File: config.mk
export PLATFORM = sky130hd
export DESIGN_NAME = word_byte_serializer
export DESIGN_NICKNAME = d
export VERILOG_FILES = /design/src/rtl/serializer_defs.sv /design/src/rtl/word_shift_register.sv /design/src/rtl/word_byte_serializer.sv
export SDC_FILE = /design/constraint.sdc
export NUM_CORES = 1
export LEC_CHECK = 0
export ABC_AREA = 0
export BUFFER_PORTS_ARGS = -buffer_cell sky130_fd_sc_hd__clkbuf_2
export CAP_MARGIN = 20
export CORE_UTILIZATION = 47
export CTS_CLUSTER_DIAMETER = 80
export DETAILED_ROUTE_END_ITERATION = 7
export GPL_TIMING_DRIVEN = 0
export PLACE_DENSITY = 0.76
export SETUP_SLACK_MARGIN = 0.05
export SYNTH_ARGS = -nofsm -noshare
export SYNTH_HDL_FRONTEND = slang
export SYNTH_SLANG_ARGS = --single-unit
File: constraint.sdc
create_clock -name clk -period 1.55 [get_ports clk]
set_input_delay 0.31 -clock clk [delete_from_list [all_inputs] [get_ports clk]]
set_output_delay 0.31 -clock clk [all_outputs]
set_load 0.005 [all_outputs]
File: src/rtl/serializer_defs.sv
// serializer_defs: shared state encodings, default widths and beat-count helpers
package serializer_defs;
    localparam int DEF_WORD_WIDTH = 32;
    localparam int DEF_BEAT_WIDTH = 8;
    localparam logic [0:0] IDLE = 1'b0;
    localparam logic [0:0] SEND = 1'b1;
    function automatic int beats_of(input int ww, input int bw);
        return ww / bw;
    endfunction
    function automatic int cnt_width(input int beats);
        return (beats > 1) ? $clog2(beats) : 1;
    endfunction
endpackage

File: src/rtl/word_shift_register.sv
// word_shift_register: word register with parallel load and beat-wide right shift
module word_shift_register
    import serializer_defs::*;
#(
    parameter int WORD_WIDTH = DEF_WORD_WIDTH,
    parameter int BEAT_WIDTH = DEF_BEAT_WIDTH
) (
    input  logic                  clk,
    input  logic                  rst,
    input  logic                  load_i,
    input  logic                  shift_i,
    input  logic [WORD_WIDTH-1:0] data_i,
    output logic [BEAT_WIDTH-1:0] beat_o
);
    logic [WORD_WIDTH-1:0] sr_q, sr_d;
    always_comb sr_d = load_i ? data_i : shift_i ? (sr_q >> BEAT_WIDTH) : sr_q;
    always_ff @(posedge clk or negedge rst)
        if (!rst) sr_q <= '0;
        else      sr_q <= sr_d;
    assign beat_o = sr_q[BEAT_WIDTH-1:0];
endmodule

File: src/rtl/word_byte_serializer.sv
// word_byte_serializer: drains a parallel word as LSB-first beats over valid/ready
module word_byte_serializer
    import serializer_defs::*;
#(
    parameter int WORD_WIDTH = DEF_WORD_WIDTH,
    parameter int BEAT_WIDTH = DEF_BEAT_WIDTH
) (
    input  logic                  clk,
    input  logic                  rst,
    input  logic                  in_valid,
    output logic                  in_ready,
    input  logic [WORD_WIDTH-1:0] in_data,
    output logic                  out_valid,
    input  logic                  out_ready,
    output logic [BEAT_WIDTH-1:0] out_data,
    output logic                  out_last,
    output logic                  busy
);
    localparam int BEATS = beats_of(WORD_WIDTH, BEAT_WIDTH);
    localparam int CW    = cnt_width(BEATS);

    if (WORD_WIDTH % BEAT_WIDTH != 0) begin : g_bad_width
        $fatal(1, "WORD_WIDTH must be a multiple of BEAT_WIDTH");
    end

    logic [0:0]            state_q, state_d;
    logic [CW-1:0]         cnt_q, cnt_d;
    logic                  last, xfer, accept;
    logic [BEAT_WIDTH-1:0] beat;

    assign busy      = state_q == SEND;
    assign last      = busy && cnt_q == CW'(BEATS - 1);
    assign xfer      = busy && out_ready;
    // out_ready feeds in_ready so the next word loads on the last beat with no bubble
    assign in_ready  = !busy || (xfer && last);
    assign accept    = in_valid && in_ready;
    assign out_valid = busy;
    assign out_last  = last;
    assign out_data  = busy ? beat : '0;

    always_comb begin
        state_d = accept ? SEND : (xfer && last) ? IDLE : state_q;
        cnt_d   = (accept || (xfer && last)) ? '0 : xfer ? cnt_q + 1'b1 : cnt_q;
    end

    always_ff @(posedge clk or negedge rst)
        if (!rst) begin
            state_q <= IDLE;
            cnt_q   <= '0;
        end else begin
            state_q <= state_d;
            cnt_q   <= cnt_d;
        end

    word_shift_register #(.WORD_WIDTH(WORD_WIDTH), .BEAT_WIDTH(BEAT_WIDTH)) u_sr (
        .clk     (clk),
        .rst     (rst),
        .load_i  (accept),
        .shift_i (xfer && !last),
        .data_i  (in_data),
        .beat_o  (beat)
    );
endmodule

== After elaboration in Yosys (flattened, before gate mapping) ==
Index checks and enable logic that the tools add are counted.
Storage, ports and cells
  register bits after elaboration: 35
  input port bits: 36
  output and inout bits: 12
  logic and storage cells: 24
Operators by class
  add/subtract/negate cells: 1
  equality and inequality tests: 1
  multiplexer cells: 7
  reductions and logical operators: 12
Operators with widths (count)
  32-bit two-way mux: 2
  8-bit two-way mux: 1
  2-bit nonzero test: 3
  1-bit logical AND: 5
  2-bit two-way mux: 2
  2-bit by 1-bit adder with 2-bit output, second input constant: 1
  2-bit == test, second input constant: 1
  1-bit zero test: 2
  1-bit logical OR: 2
  1-bit two-way mux: 2

== Depth between registers and ports, before layout ==
Gate-level depths: netlist (run 1).
  depth after elaboration: 7
  depth in mapped cells: 6
  depth with buffers taken out: 4

== Modules after synthesis ==
From an unflattened synthesis (run 1), not the netlist that was laid out.
Unflattened totals
  cell total of the unflattened synthesis: 176
  area total of the unflattened synthesis: 1806.7 um2
Modules (own cells, without submodules)
  word_shift_register: instances 1, cells each 147, area each 1571.5 um2, seq. area each 800.8 um2
  word_byte_serializer: instances 1, cells each 29, area each 235.2 um2, seq. area each 75.1 um2

== Worst setup path after synthesis (run 1) ==
No wires, ideal clock.
  kind: flip-flop to flip-flop
  start: register cnt_q[0]
  end: register u_sr.sr_q[6]
  library setup time: 0.111 ns
  arrival time: 1.477 ns
  setup slack: -0.038 ns
  stages on the path, launching flop included: 7
  buffers on the path: 2
  cell sequence: dfrtp_1 ha_1 a21bo_1 and2_1 buf_2 buf_6 a222oi_1
On the way
  longest elaborated chain between the ends: 6
  elaborated cells on any way between the ends: 9
  classes of those cells: 1 x eq/ne; 1 x mux; 7 x reduce/logical
RTL lines
  start, declared: RTL line word_byte_serializer.sv:27  | logic [CW-1:0] cnt_q, cnt_d;
  start signal, assigned: RTL line word_byte_serializer.sv:52  | cnt_q <= cnt_d;
  2-bit == test (*): RTL line word_byte_serializer.sv:32  | assign last = busy && cnt_q == CW'(BEATS - 1);
  1-bit logical AND (*): RTL line word_byte_serializer.sv:32
  1-bit logical AND: RTL line word_byte_serializer.sv:35  | assign in_ready = !busy || (xfer && last);
  1-bit logical OR: RTL line word_byte_serializer.sv:35
  1-bit logical AND: RTL line word_byte_serializer.sv:36  | assign accept = in_valid && in_ready;
  32-bit two-way mux / 2-bit nonzero test (equally long branches)
  end signal, assigned: RTL line word_shift_register.sv:19  | else sr_q <= sr_d;
  end, declared: RTL line word_shift_register.sv:15  | logic [WORD_WIDTH-1:0] sr_q, sr_d;
Every way passes the cells marked *; elsewhere a longest branch is shown, timed or not.
A chain may end at the register's enable or synchronous reset.

== Final worst setup path (run 1) ==
  start: register cnt_q[1]
  end: output in_ready
On the way
  longest elaborated chain between the ends: 4
RTL lines
  2-bit == test: RTL line word_byte_serializer.sv:32
  1-bit logical AND: RTL line word_byte_serializer.sv:32
  1-bit logical AND: RTL line word_byte_serializer.sv:35
  1-bit logical OR: RTL line word_byte_serializer.sv:35
  end, declared: RTL line word_byte_serializer.sv:11  | output logic in_ready,
Every way passes these cells.

==> reports/metrics.yaml, run 1 <==
outcome:
  outcome: "finished, violations left"
  violations: "negative setup slack"
timing:
  setup_viol: 27
  timing_hold_violations_final: 0
  drv_slew: 0
  setup_ws_ps: -101
  rsz0062_at_grt: "yes"
  skew_ps: 4.65
  fin_crit_sh_pct: 107
  tightest_slew_ps: 867
  setup_tns_ps: -617
  max_freq_ghz: 0.606
  holdWs_ps: 112
  slew_headroom_pct: 42.2
  finalCriticalPeriod_ps: 1650
placement:
  place_ws_ps: -165
  globalplace.congestion: 0.781
  portBuffers: 47
  dp_hpwl_um: 2930
  dp_cells: 293
  dpl_cell_area_um2: 2130
logic_synthesis:
  synth.distinct_cells: 20
  ys_top_cells_by_area: "dfrtp_1 (48%), a222oi_1 (13%), inv_1 (10%)"
  syn_avg_cell_area_um2: 9.20
  synth_seq_area_share_pct: 48.1
  yosysTopAreaCell: "dfrtp_1"
  yosysWarnings: 0
  synth-seq-cells: 35
  synth_top_area_share_pct: 48.1
  syn_nets: 235
  synth_area_um2: 1820
  netlist_instances: 198
critical_path:
  critPathRequiredTime_ps: 1240
  startpoint_type: "register"
  endpoint: "in_ready"
  worstReg2RegStart: "cnt_q[1]$_DFFE_PN0P_"
  critical_path.max_fanout: 5
  r2r_end: "u_sr.sr_q[14]$_DFFE_PN0P_"
  ff2ff_setup_slack_ps: -60
  arrival_ps: 1340
  crit_path_start: "cnt_q[1]$_DFFE_PN0P_"
  cp-end-kind: "output port"
  setup.worst_path.class: "reg2out"
  r2r_cells: 6
drt:
  via_per_inst: 5.58
  drc: 0
  firstDrtPassIters: 6
  antenna_left: 0
  drt_wl_total_um: 4970
  drtIter0Drc: 215
  num_vias: 1742
  wl_per_cell_um: 15.9
global_routing:
  grt_pass1_vias: 1707
  track_usage_pct: 25.7
  grt_max_degree: 36
  grt-ovfl-total: 0
  grt_pass1_wl_um: 8010
  antenna_found_initial: 0
layout:
  syn_to_final_growth_pct: 38.9
  fin_cells: 312
  antenna_cells: 0
  fin_nets: 300
  post-route-cell-area_um2: 2530
  drive_gt1_share_pct: 37.1
clock_tree:
  numCtsBuffers: 5
  clkLatencyLatePin_ps: 300
  clk_pin_slew_ps: 70
  h-tree-depth: 2
  cts_tree: "yes"
  cts_root_buf: "clkbuf_8"
  cts.sinks: 35
  cts_buffer_depth: 2
  cts_hold_buf: 0
die:
  die_w_um: 64.3
  io_pins: 48
  core_area_um2: 3690
  start_util_pct: 49.4
  dieArea_um2: 4130
  fp.dieH_um: 64.3
  num_rows: 22
flow_run:
  maxCapViolations: 0
power_and_ir_drop:
  powerDensity_nw_per_um2: 1670
  ir_drop_uv: 995
  power_leakage_nw: 1.37
worst_hold_path:
  holdCritPathClass: "in2async"
-- synth_stat cells, drive strengths merged --
| cell type | count |
|---|---|
| mux2i | 1 |
| a21oi | 1 |
| o21ai | 8 |
| inv | 50 |
| and2 | 10 |
| nor2 | 1 |
| nand2 | 9 |
| dfrtp | 35 |
| a22o | 2 |
| nand3 | 8 |
| buf | 11 |
| nand3b | 1 |
| ha | 1 |
| a21bo | 1 |
| clkbuf | 8 |
| o22ai | 25 |
| nand2b | 2 |
| a222oi | 24 |
-- sequential cells by signal (all words and copies together) (netlist names) --
register / flops
busy: 1
cnt_q: 2
u_sr.sr_q: 32
-- logic make-up (layout without fill, tap and decap cells) --
| logic type | count (synthesis) | after routing | synth area share [%] |
|---|---|---|---|
| compound gates | 61 | 61 | 25.8 |
| buf+inv | 69 | 135 | 16.1 |
| fa+ha+maj | 1 | 1 | 0.687 |
| flops | 35 | 35 | 48.1 |
| simple gates | 31 | 31 | 8.79 |
| mux | 1 | 1 | 0.549 |
-- cells in the final DEF (no fill, tap or decap), types with 2 or more instances in the layout --
master,n
a222oi_1,24
a22o_1,2
and2_4,9
buf_16,2
buf_2,2
buf_4,9
buf_6,8
buf_8,6
clkbuf_1,6
clkbuf_2,43
clkbuf_8,8
dfrtp_1,35
inv_1,50
nand2_1,9
nand2b_1,2
nand3_1,8
o21ai_2,8
o22ai_1,25
-- layer usage --
| layer | wire length, um | GRT usage (%) |
|---|---|---|
| met5 | 0 | 0 |
| met2 | 2450 | 40.3 |
| met1 | 2030 | 32.5 |
| met4 | 94 | 13.9 |
| met3 | 393 | 6.25 |
-- area by class of cell --
cell class / instances / area (um^2)
Fill cell: 279 / 1160
Sequential cell: 35 / 876
Multi-Input combinational cell: 94 / 721
Timing Repair Buffer: 59 / 405
Inverter: 50 / 188
Buffer: 18 / 180
Clock buffer: 8 / 100
Tap cell: 48 / 60.1
-- repair_timing --
action                                  CTS  global route
buffers inserted                          7             2
endpoints found under the setup margin   32            42
gates resized for setup                  31            18
cloned                                    3             0
pin swaps                                10            14
-- report_power, final --
part	total [mW]	internal (mW)	switching [mW]
logic	1.86	1.07	0.791
clock network	0.741	0.406	0.336
registers	1.63	1.30	0.329
total	4.23	2.77	1.46
-- how the worst min path moves through the flow --
stage / depth (start not counted) / slack (ps) / from / endpoint
after CTS: 1 / 150 / rst / busy$_DFFE_PN0P_
after floorplan: 0 / 10 / rst / busy$_DFFE_PN0P_
after global routing: 1 / 180 / rst / cnt_q[0]$_DFFE_PN0P_
final: 1 / 110 / rst / u_sr.sr_q[9]$_DFFE_PN0P_
after global placement: 1 / 460 / rst / busy$_DFFE_PN0P_
after detailed placement: 1 / 460 / rst / busy$_DFFE_PN0P_
-- worst max-delay path, stage by stage, from the launching register on --
cell and delay, ps:
dfrtp_1 420, ha_4 190, a21bo_1 200, clkbuf_8 140, clkbuf_2 100
-- per-stage QoR --
stage	utilization (%)	total power, mW
after global routing	68.6	4.50
after detailed placement	57.7	2.96
after CTS	66.2	4.01
after floorplan	-	2.52
final	68.6	4.23
after global placement	57.7	2.89
Note: power is estimated with default switching activity, not from simulation.
==> run 2: changes to the inputs <==
--- a/config.mk
+++ b/config.mk
@@ -5,7 +5,6 @@
 export SDC_FILE = /design/constraint.sdc
 export NUM_CORES = 1
 export LEC_CHECK = 0
-export ABC_AREA = 0
 export BUFFER_PORTS_ARGS = -buffer_cell sky130_fd_sc_hd__clkbuf_2
 export CAP_MARGIN = 20
 export CORE_UTILIZATION = 47
@@ -13,6 +12,7 @@
 export DETAILED_ROUTE_END_ITERATION = 7
 export GPL_TIMING_DRIVEN = 0
 export PLACE_DENSITY = 0.76
+export REMOVE_ABC_BUFFERS = 1
 export SETUP_SLACK_MARGIN = 0.05
 export SYNTH_ARGS = -nofsm -noshare
 export SYNTH_HDL_FRONTEND = slang
==> run 2 against run 1 <==
Against the previous run:
- the flow now finishes without violations
- hold slack gained 18 ps
- via count shrank 2.0%
- clock power shrank 19%
- flip-flop and latch count is the same
- first-iteration DRC count shrank 1.4%
- global-route usage shrank 3.4 points
- highest routed layer unchanged
==> reports/metrics.yaml, run 2 (synthesis results as in run 1) <==
outcome:
  outcome: "finished, final reports clean"
layout:
  fin_nets: 285
  syn_to_final_growth_pct: 28.4
  layout_common_cells: "inv_1 (50), clkbuf_2 (44), dfrtp_1 (34)"
  drive_gt1_share_pct: 32.0
  layout_commonest_cell: "inv_1"
  top_register: "u_sr.sr_q"
  antenna_cells: 0
  largest_register_ff_count: 32
die:
  fp.dieH_um: 64.3
  start_util_pct: 49.4
  dieArea_um2: 4130
  num_rows: 22
  core_area_um2: 3690
  die_w_um: 64.3
  io_pins: 48
timing:
  drv_slew: 0
  setup_viol: 0
  skew_ps: 4.26
  finalCriticalPeriod_ps: 1550
  setup_ws_ps: 0.784
  slew_headroom_pct: 42.2
  max_freq_ghz: 0.645
  setup_tns_ps: 0
  fin_crit_sh_pct: 99.9
  timing_hold_violations_final: 0
  tightest_slew_ps: 867
  rsz0062_at_grt: "yes"
critical_path:
  critical_path.max_stage_delay_ps: 410
  crit_path_start: "cnt_q[1]$_DFFE_PN0P_"
  startpoint_type: "register"
  arrival_ps: 1240
  setup.worst_path.class: "reg2out"
  ff2ff_setup_slack_ps: 60
  critPathRequiredTime_ps: 1240
  critical_path.top_delay_family: "flip-flops"
  critical_path.max_fanout: 6
  critPathBufInv: 1
  slowest_stage: "dfrtp_1"
  cp-end-kind: "output port"
  worstReg2RegStart: "cnt_q[1]$_DFFE_PN0P_"
  crit_chain: "ha_4 -> a21bo_4 -> clkbuf_2"
  r2r_end: "u_sr.sr_q[8]$_DFFE_PN0P_"
  r2r_cells: 4
global_routing:
  grt_pass1_vias: 1575
  track_usage_pct: 22.3
  grt-ovfl-total: 0
  grt_max_degree: 36
  antenna_found_initial: 0
  grt_pass1_wl_um: 7140
clock_tree:
  h-tree-depth: 2
  numCtsBuffers: 5
  clkLatencyLatePin_ps: 280
  cts_tree: "yes"
  cts.sinks: 35
  cts_buffer_depth: 2
  cts_hold_buf: 0
  cts_root_buf: "clkbuf_8"
  clk_pin_slew_ps: 60
placement:
  portBuffers: 47
  dp_hpwl_um: 2430
  globalplace.congestion: 0.742
  place_ws_ps: -1020
power_and_ir_drop:
  ir_drop_uv: 776
  powerDensity_nw_per_um2: 1650
  power_leakage_nw: 1.27
flow_run:
  maxCapViolations: 0
drt:
  drt_wl_total_um: 4600
  firstDrtPassIters: 5
  drtIter0Drc: 212
  via_per_inst: 5.79
  drc: 0
  wl_per_cell_um: 15.6
  antenna_left: 0
  num_vias: 1707
worst_hold_path:
  holdCritPathClass: "in2async"
## run 2: changes by cell type in the layout (fill, tap and decap cells not counted), moves of 2 or more
| cell | before | now |
|---|---|---|
| o21ai_2 | 8 | 0 |
| and2_1 | 1 | 3 |
| buf_6 | 8 | 5 |
| buf_12 | 0 | 2 |
| buf_8 | 6 | 0 |
| clkbuf_8 | 8 | 5 |
| clkbuf_1 | 6 | 1 |
| buf_2 | 2 | 0 |
| o21ai_1 | 0 | 8 |
| buf_16 | 2 | 0 |
## run 2: area by class of cell
class	instances	area, um^2
clock buffer	6	72.6
inverter	50	188
fill	326	1350
timing repair buffer	61	427
tap	48	60.1
multi-input combinational	95	716
sequential	35	877
## run 2: through the flow
step	hold WS [ps]	power (mW)	cells	instance area (um^2)	utilization, %
final	130	3.87	295	2340	63.4
after CTS	166	3.61	288	2210	59.9
after floorplan	14.4	2.42	179	1720	-
after global routing	206	4.14	295	2340	63.4
after detailed placement	466	2.89	276	2050	55.7
after global placement	464	2.78	274	2010	54.5
## run 2: metal layers
layer / share of wire, % / vias to the layer above / GRT usage [%] / wire (um)
met3: 8.4 / 6 / 5.54 / 386
met1: 41 / 802 / 29.4 / 1910
met5: 0 / - / 0 / 0
met4: 1.2 / 0 / 6.67 / 53
li1: - / 806 / - / -
met2: 49 / 93 / 35.9 / 2250
## run 2: what timing repair did
item | in CTS | in global routing
pin swaps | 2 | 2
setup buffers | 6 | 4
setup endpoints to repair | 45 | 34
cloned | 0 | 3
gates resized for setup | 10 | 14
## run 2: worst max-delay path by stage
stage | slack, ps | depth (start not counted) | to
after floorplan | -570 | 3 | u_sr.sr_q[0]$_DFFE_PN0P_
after global placement | -1430 | 2 | u_sr.sr_q[9]$_DFFE_PN0P_
after detailed placement | -1020 | 4 | u_sr.sr_q[9]$_DFFE_PN0P_
after CTS | 20 | 3 | in_ready
after global routing | -40 | 4 | u_sr.sr_q[3]$_DFFE_PN0P_
final | 0.8 | 3 | in_ready
## run 2: report_power, final
part	internal [mW]	switching (mW)
clock network	0.299	0.301
registers	1.30	0.296
logic	0.939	0.735
total	2.54	1.33
## run 2: worst reg2reg max path, stage by stage (launching register included)
cell and delay (ps):
dfrtp_1 410, ha_4 200, a21bo_4 240, and2_4 210, a222oi_1 330
